### config.mk
export PLATFORM = sky130hd
export DESIGN_NAME = zero_count_unit
export DESIGN_NICKNAME = d
export VERILOG_FILES = /design/src/rtl/zero_count_unit.sv
export SDC_FILE = /design/constraint.sdc
export NUM_CORES = 1
export LEC_CHECK = 0
export CORE_ASPECT_RATIO = 1.5
export CORE_UTILIZATION = 45
export CTS_CLUSTER_SIZE = 28
export DETAILED_ROUTE_END_ITERATION = 10
export GPL_TIMING_DRIVEN = 0
export PLACE_DENSITY = 0.84
export SETUP_SLACK_MARGIN = 0.02
export SLEW_MARGIN = 30
export SYNTH_ARGS = -nofsm -noshare
export SYNTH_HDL_FRONTEND = slang
export SYNTH_SLANG_ARGS = --single-unit
### constraint.sdc
create_clock -name clk -period 1.8 [get_ports clk]
set_clock_uncertainty 0.15 [all_clocks]
set_input_delay 0.54 -clock clk [delete_from_list [all_inputs] [get_ports clk]]
set_output_delay 0.54 -clock clk [all_outputs]
set_load 0.005 [all_outputs]
### src/rtl/zero_count_unit.sv
// Iterative count-leading-zeros / count-trailing-zeros unit.
// Scans BITS_PER_CYCLE bits per clock from the MSB end of a working register.
// When no set bit is found, the count keeps growing up to DATA_WIDTH.
// ctz is handled by bit-reversing the operand at accept time.
module zero_count_unit #(
    parameter int unsigned DATA_WIDTH     = 32,
    parameter int unsigned BITS_PER_CYCLE = 4
) (
    input  logic                  clk,
    input  logic                  rst_n,
    input  logic                  in_valid,
    output logic                  in_ready,
    input  logic                  op,
    input  logic [DATA_WIDTH-1:0] operand,
    output logic                  out_valid,
    input  logic                  out_ready,
    output logic [DATA_WIDTH-1:0] result,
    output logic                  busy
);

    localparam int unsigned NCHUNK = DATA_WIDTH / BITS_PER_CYCLE;
    localparam int unsigned CW     = $clog2(DATA_WIDTH + 1);
    localparam int unsigned IW     = (NCHUNK > 1) ? $clog2(NCHUNK) : 1;

    typedef enum logic [1:0] {
        IDLE = 2'd0,
        SCAN = 2'd1,
        DONE = 2'd2
    } state_t;

    state_t                  state;
    state_t                  state_next;
    logic                    alive;
    logic [DATA_WIDTH-1:0]   work;
    logic [DATA_WIDTH-1:0]   operand_rev;
    logic [CW-1:0]           count;
    logic [CW-1:0]           chunk_lz;
    logic [IW-1:0]           chunk_idx;
    logic [BITS_PER_CYCLE-1:0] chunk;
    logic                    chunk_zero;
    logic                    last_chunk;
    logic                    accept;

    // Bit-reverse the operand so ctz can reuse the MSB-first scan.
    always_comb begin
        operand_rev = '0;
        for (int unsigned i = 0; i < DATA_WIDTH; i++) begin
            operand_rev[i] = operand[DATA_WIDTH-1-i];
        end
    end

    // Examine the top chunk of the working register: all-zero flag and leading-zero count.
    always_comb begin
        logic found;
        chunk      = work[DATA_WIDTH-1 -: BITS_PER_CYCLE];
        chunk_zero = (chunk == '0);
        last_chunk = (chunk_idx == IW'(NCHUNK - 1));
        chunk_lz   = '0;
        found      = 1'b0;
        for (int unsigned i = 0; i < BITS_PER_CYCLE; i++) begin
            if (!found && chunk[BITS_PER_CYCLE-1-i]) begin
                found    = 1'b1;
                chunk_lz = CW'(i);
            end
        end
    end

    // State register; alive holds in_ready low until the first edge after reset release.
    always_ff @(posedge clk or negedge rst_n) begin
        if (!rst_n) begin
            state <= IDLE;
            alive <= 1'b0;
        end else begin
            state <= state_next;
            alive <= 1'b1;
        end
    end

    // Next-state and output decode, driven from registered state only.
    always_comb begin
        state_next = state;
        in_ready   = 1'b0;
        out_valid  = 1'b0;
        busy       = 1'b0;
        result     = '0;
        case (state)
            IDLE: begin
                in_ready = alive;
                if (in_valid && alive) begin
                    state_next = SCAN;
                end
            end
            SCAN: begin
                busy = 1'b1;
                if (!chunk_zero || last_chunk) begin
                    state_next = DONE;
                end
            end
            DONE: begin
                busy      = 1'b1;
                out_valid = 1'b1;
                result    = DATA_WIDTH'(count);
                if (out_ready) begin
                    state_next = IDLE;
                end
            end
            default: state_next = IDLE;
        endcase
    end

    assign accept = in_valid && in_ready;

    // Datapath: load on accept, then accumulate the count chunk by chunk.
    always_ff @(posedge clk or negedge rst_n) begin
        if (!rst_n) begin
            work      <= '0;
            count     <= '0;
            chunk_idx <= '0;
        end else begin
            case (state)
                IDLE: begin
                    if (accept) begin
                        work      <= op ? operand_rev : operand;
                        count     <= '0;
                        chunk_idx <= '0;
                    end
                end
                SCAN: begin
                    if (chunk_zero) begin
                        count     <= count + CW'(BITS_PER_CYCLE);
                        work      <= work << BITS_PER_CYCLE;
                        chunk_idx <= chunk_idx + IW'(1);
                    end else begin
                        count <= count + chunk_lz;
                    end
                end
                default: ;
            endcase
        end
    end

endmodule

==> run metrics, run 1 <==
Pwr Total 7.032 mW; H-tree levels 2; area leader, netlist dfrtp_1; total track usage 0.2245; post-route setup TNS -15.60 ns; number of synthesized register bits 44; CP Class flop to flop; commonest cells after routing, fill and taps aside dfrtp_1 (44), buf_4 (36), nor2_1 (34), clkdlybuf4s50_1 (34), mux2i_1 (32); cells after synthesis 320; crit path cell chain buf_4, or4_4, a211o_4, buf_12, clkbuf_16, nand2_2, o21ai_2; clk buf depth 2; final slew viol count 0; starting density of the core 0.4653; R2R cell count 7; Ant. Diodes 0; critical path launch point type flop; area grow syn2layout 45.22%; RSZ-0062 raised after global routing true; Arr. time, crit path 2.25 ns; Mean Syn Cell Area 8.915 um2; Final Core Density 0.6757; core area 0.006131 mm2; Slowest-stage cell, CP or4_4; Via Count 2567; initial DRC count 115; Fmax 451.3 MHz; Die H 99.52 um; CTS Root Buffer Type clkbuf_8; layout net count 463; final worst setup slack -0.4156 ns; CTS tree built; DRC violation count after routing 0; DP HPWL 5230 um; WL final 7656 um; Hold Path Class input port to async pin; Fin. Hold Viols 0; crit-path leading delay family simple AND/OR/NAND/NOR gates; # clock sinks 44; Stages on worst setup path 7; CTS buffer count 5; Critical Path RT 1.84 ns; mapped cell area 0.002853 mm2; Vias/cell 5.217; status complete, but fails checks; max cap viols 0; Tmin final 2.216 ns; antenna violations before repair 0; clk_lat worst skew 0.30 ns; first-pass GRT wire length 11290 um; largest net degree at the start of global routing 29; gr ovfl total 0; die width 67.01 um; slew margin rel. 0.6574; TritonRoute pass-1 iters 4; RePlAce Congestion 0.9896; filler instances 475; Cell Pwr Density 1697 mW/mm2; Placement Setup Slack -0.6147 ns; worst vdd ir 0.7351 mV; ANT nets after route 0; sequential-to-total area share from yosys stat 0.3860; detailed-route wire length per cell 15.56 um; num ports 72; Crit path largest cell delay 0.58 ns; clock-pin slew on the worst setup and hold paths 0.08 ns; post-synth top area share 0.3860; # rows 35; period utilisation layout 1.231; Final setup viols 51; r2r endpoint work[13]$_DFFE_PN0P_; share of layout cells above drive strength 1 0.3660; R2R setup slack -0.42 ns; Critical Path Fanout Max 6; Worst Setup End Kind flop; failing checks negative setup slack; distinct cell type count after synthesis 37; main area contributors after synthesis dfrtp_1 (39%), mux2i_1 (11%), buf_4 (6.8%), a21oi_1 (5.6%), nand2_1 (4.9%); vias in the first global route 2419; IO Port Bufs 44; reg-to-reg critical path startpoint work[30]$_DFFE_PN0P_; DIE AREA 0.006669 mm2; Leak 1.993 nW; Worst Tran Pin Value 0.5139 ns; Yosys warnings 0; commonest non-fill, non-tap cell in the layout dfrtp_1; WP buf/inv 3
==> cell type report <==
type / instances / area, um2 / area share
Multi-Input combinational cell: 246 / 1698 / 0.4098
Timing Repair Buffer: 66 / 730.7 / 0.1764
Tap cell: 74 / 92.59 / 0.02235
Clock buffer: 6 / 82.58 / 0.01993
Inverter: 9 / 36.28 / 0.008759
Clock inverter: 2 / 10.01 / 0.002416
Sequential cell: 44 / 1101 / 0.2658
Buffer: 45 / 391.6 / 0.09453
==> repair_timing <==
item                       4_1_cts  5_1_grt
gates cloned                     1        4
resized for setup               76       45
pin swaps                       12       10
hold buffers                     0        0
buffers inserted                11        5
setup endpoints to repair       52       52
==> registers in the layout, indices dropped and copies added (netlist names) <==
name	flops
alive	1
work	32
chunk_idx	3
state	2
count	6
==> cells in the mapped netlist <==
cell	n
a22o_1	7
a32o_1	1
nand3_1	3
buf_4	26
conb_1	2
buf_6	6
a21oi_1	32
buf_1	2
o21ai_1	20
o21a_1	2
inv_1	9
or4_1	1
o21ai_0	5
nor2_1	37
nor4b_1	1
fa_1	1
and2_1	4
dfrtp_1	44
o41ai_1	1
ha_1	8
nand4b_1	2
a211o_4	1
nand2_1	37
a21boi_0	1
buf_2	5
a31oi_1	1
and3_1	1
a21bo_1	1
o211ai_1	1
o21ai_2	12
o22ai_1	1
clkbuf_1	7
mux2_2	2
mux2i_1	32
a211o_1	1
or3_1	1
nand4_1	2
==> per-stage QoR <==
| stage | instances | hold slack [ns] | instance area, um2 |
|---|---|---|---|
| detailed placement | 464 | 0.3281 | 3550 |
| global route | 492 | 0.04390 | 4143 |
| CTS | 483 | 0.02496 | 3851 |
| global placement | 463 | 0.3200 | 3535 |
| finish | 492 | 0.009494 | 4143 |
| floorplan | 345 | 0.09441 | 3002 |
==> report_power, final <==
group	leakage [nW]	switching, mW	internal (mW)
sequential	0.563	0.328	1.41
combinational	1.38	2.24	2.40
clock	0.0510	0.344	0.307
total	1.99	2.91	4.12
==> routing by layer <==
layer  vias up  routed length, um  GRT usage
li1       1252                  -          -
met1      1204               2853     0.2535
met2        97               4201     0.4069
met3        14                399    0.03326
met4         0                201    0.08838
met5         -                  0          0
==> worst max-delay path by stage <==
| stage | startpoint | end |
|---|---|---|
| finish | work[30]$_DFFE_PN0P_ | work[13]$_DFFE_PN0P_ |
| global route | work[30]$_DFFE_PN0P_ | work[1]$_DFFE_PN0P_ |
| detailed placement | in_valid | count[4]$_DFFE_PN0P_ |
| floorplan | work[29]$_DFFE_PN0P_ | count[4]$_DFFE_PN0P_ |
| global placement | rst_n | work[14]$_DFFE_PN0P_ |
| CTS | work[29]$_DFFE_PN0P_ | count[4]$_DFFE_PN0P_ |
==> cell families (layout without fill, tap and decap cells) <==
kind of cell	count (synthesis)	count (layout)	share of synthesized area
fa+ha+maj	9	9	0.04211
mux	34	34	0.1202
compound gates	87	87	0.1925
other cells	2	27	0.002633
buf+inv	55	128	0.1246
simple gates	89	89	0.1320
flops	44	44	0.3860
==> worst register-to-register path, delay by kind of cell, from the launching register on <==
kind | cells | cell delay, ns
and+or+nand+nor | 2 | 0.64
DFF | 1 | 0.40
buffers and inverters | 3 | 0.47
AOI/OAI and AO/OA | 2 | 0.45
No activity file was read; power rests on OpenSTA's default activity.
==> inputs of run 2 (changes only) <==
==> constraint.sdc (replaced) <==
create_clock -name clk -period 1.8 [get_ports clk]
set_clock_uncertainty 0.15 [all_clocks]
set_input_delay 0.27 -clock clk [delete_from_list [all_inputs] [get_ports clk]]
set_output_delay 0.27 -clock clk [all_outputs]
set_load 0.005 [all_outputs]
==> run metrics, run 2 (synthesized netlist as in run 1, its figures left out) <==
Fmax 452.0 MHz; Die H 99.52 um; antenna violations before repair 0; clock-pin slew on the worst setup and hold paths 0.08 ns; Arr. time, crit path 2.25 ns; # rows 35; Tmin final 2.212 ns; commonest non-fill, non-tap cell in the layout dfrtp_1; gr ovfl total 0; vias in the first global route 2422; RePlAce Congestion 0.9896; CTS buffer count 5; Final setup viols 42; failing checks negative setup slack; core area 0.006131 mm2; WL final 7705 um; max FFs per register 32; DP HPWL 5230 um; filler instances 499; Ant. Diodes 0; max cap viols 0; final slew viol count 0; IO Port Bufs 44; Leak 1.962 nW; detailed-route wire length per cell 15.69 um; R2R setup slack -0.41 ns; critical path launch point type flop; Fin. Hold Viols 0; starting density of the core 0.4653; area grow syn2layout 42.81%; # clock sinks 44; Critical Path RT 1.84 ns; r2r endpoint work[13]$_DFFE_PN0P_; TritonRoute pass-1 iters 4; Worst Setup End Kind flop; CP Class flop to flop; ANT nets after route 0; worst vdd ir 0.6952 mV; Critical Path Fanout Max 6; period utilisation layout 1.229; Vias/cell 5.204; clk_lat worst skew 0.30 ns; first-pass GRT wire length 11200 um; area of the multi-input gates 0.001674 mm2; slew margin rel. 0.6574; num ports 72; CTS Root Buffer Type clkbuf_8; Hold WS 0.3049 ns; RSZ-0062 raised after global routing true; layout net count 462; DIE AREA 0.006669 mm2; reg-to-reg critical path startpoint work[30]$_DFFE_PN0P_; Worst Tran Pin Value 0.5138 ns; CTS tree built; largest net degree at the start of global routing 29; total track usage 0.2228; register area 0.001101 mm2; share of layout cells above drive strength 1 0.3405; commonest cells after routing, fill and taps aside dfrtp_1 (44), nor2_1 (35), clkdlybuf4s50_1 (34); Cell Pwr Density 1678 mW/mm2; initial DRC count 117; status complete, but fails checks; die width 67.01 um; R2R cell count 7; clk buf depth 2; Via Count 2555; DRC violation count after routing 0; Top reg by flops work; Hold Path Class input port to async pin; H-tree levels 2; Final Core Density 0.6645; final worst setup slack -0.4123 ns; Largest regs work x32, count x6, chunk_idx x3
## run 2: repair_timing
item	CTS	global route
cloned	1	3
hold buffers	1	0
setup endpoints to repair	52	48
hold endpoints to repair	16	0
pin swaps	9	13
setup buffers	9	6
resized for setup	52	46
## run 2: power breakdown
| part | internal, mW | switching [mW] | total (mW) |
|---|---|---|---|
| Sequential | 1.41 | 0.338 | 1.75 |
| Combinational | 2.25 | 2.19 | 4.44 |
| Clock | 0.307 | 0.338 | 0.645 |
| Total | 3.97 | 2.87 | 6.84 |
## run 2: per-stage QoR
stage               total power [mW]  setup WS, ns  instance area (um2)  instances  TNS [ns]
floorplan                      3.977       -0.1779                 3002        345    -4.854
global placement               4.663       -0.8417                 3535        463    -47.73
detailed placement             4.792       -0.4210                 3550        464    -11.84
CTS                            6.025       -0.2708                 3819        482    -8.446
global route                   7.297       -0.5634                 4074        491    -16.92
finish                         6.837       -0.4123                 4074        491    -14.75
## run 2: critical path, stage by stage, from the launching register on
cell       delay [ns]
dfrtp_1          0.40
buf_4            0.14
or4_4            0.58
a211o_4          0.40
buf_12           0.17
clkbuf_16        0.16
nand2_2          0.06
o21ai_2          0.05
## run 2: worst max path at each step
stage / start / to / slack [ns] / cells after the start
floorplan: work[29]$_DFFE_PN0P_ / count[4]$_DFFE_PN0P_ / -0.18 / 10
global placement: rst_n / work[14]$_DFFE_PN0P_ / -0.84 / 1
detailed placement: state[1]$_DFFE_PN0P_ / count[4]$_DFFE_PN0P_ / -0.42 / 6
CTS: work[29]$_DFFE_PN0P_ / count[4]$_DFFE_PN0P_ / -0.27 / 10
global route: work[29]$_DFFE_PN0P_ / count[4]$_DFFE_PN0P_ / -0.56 / 11
finish: work[30]$_DFFE_PN0P_ / work[13]$_DFFE_PN0P_ / -0.41 / 7
## run 2: layout make-up
| cell class | count | share of cell area |
|---|---|---|
| clock buffers | 6 | 0.02027 |
| flip-flops and latches | 44 | 0.2703 |
| inverters | 9 | 0.008907 |
| well taps | 74 | 0.02273 |
| multi-input cells | 246 | 0.4109 |
| plain buffers | 45 | 0.09152 |
| clock inverters | 2 | 0.002457 |
| repair buffers | 65 | 0.1729 |
## run 2: layer usage
layer / vias to the layer above / GRT usage / share of wire
met5: - / 0 / 0
met4: 0 / 0.08838 / 0.030
met3: 16 / 0.03326 / 0.047
met2: 85 / 0.4054 / 0.55
met1: 1207 / 0.2498 / 0.38
li1: 1247 / - / -
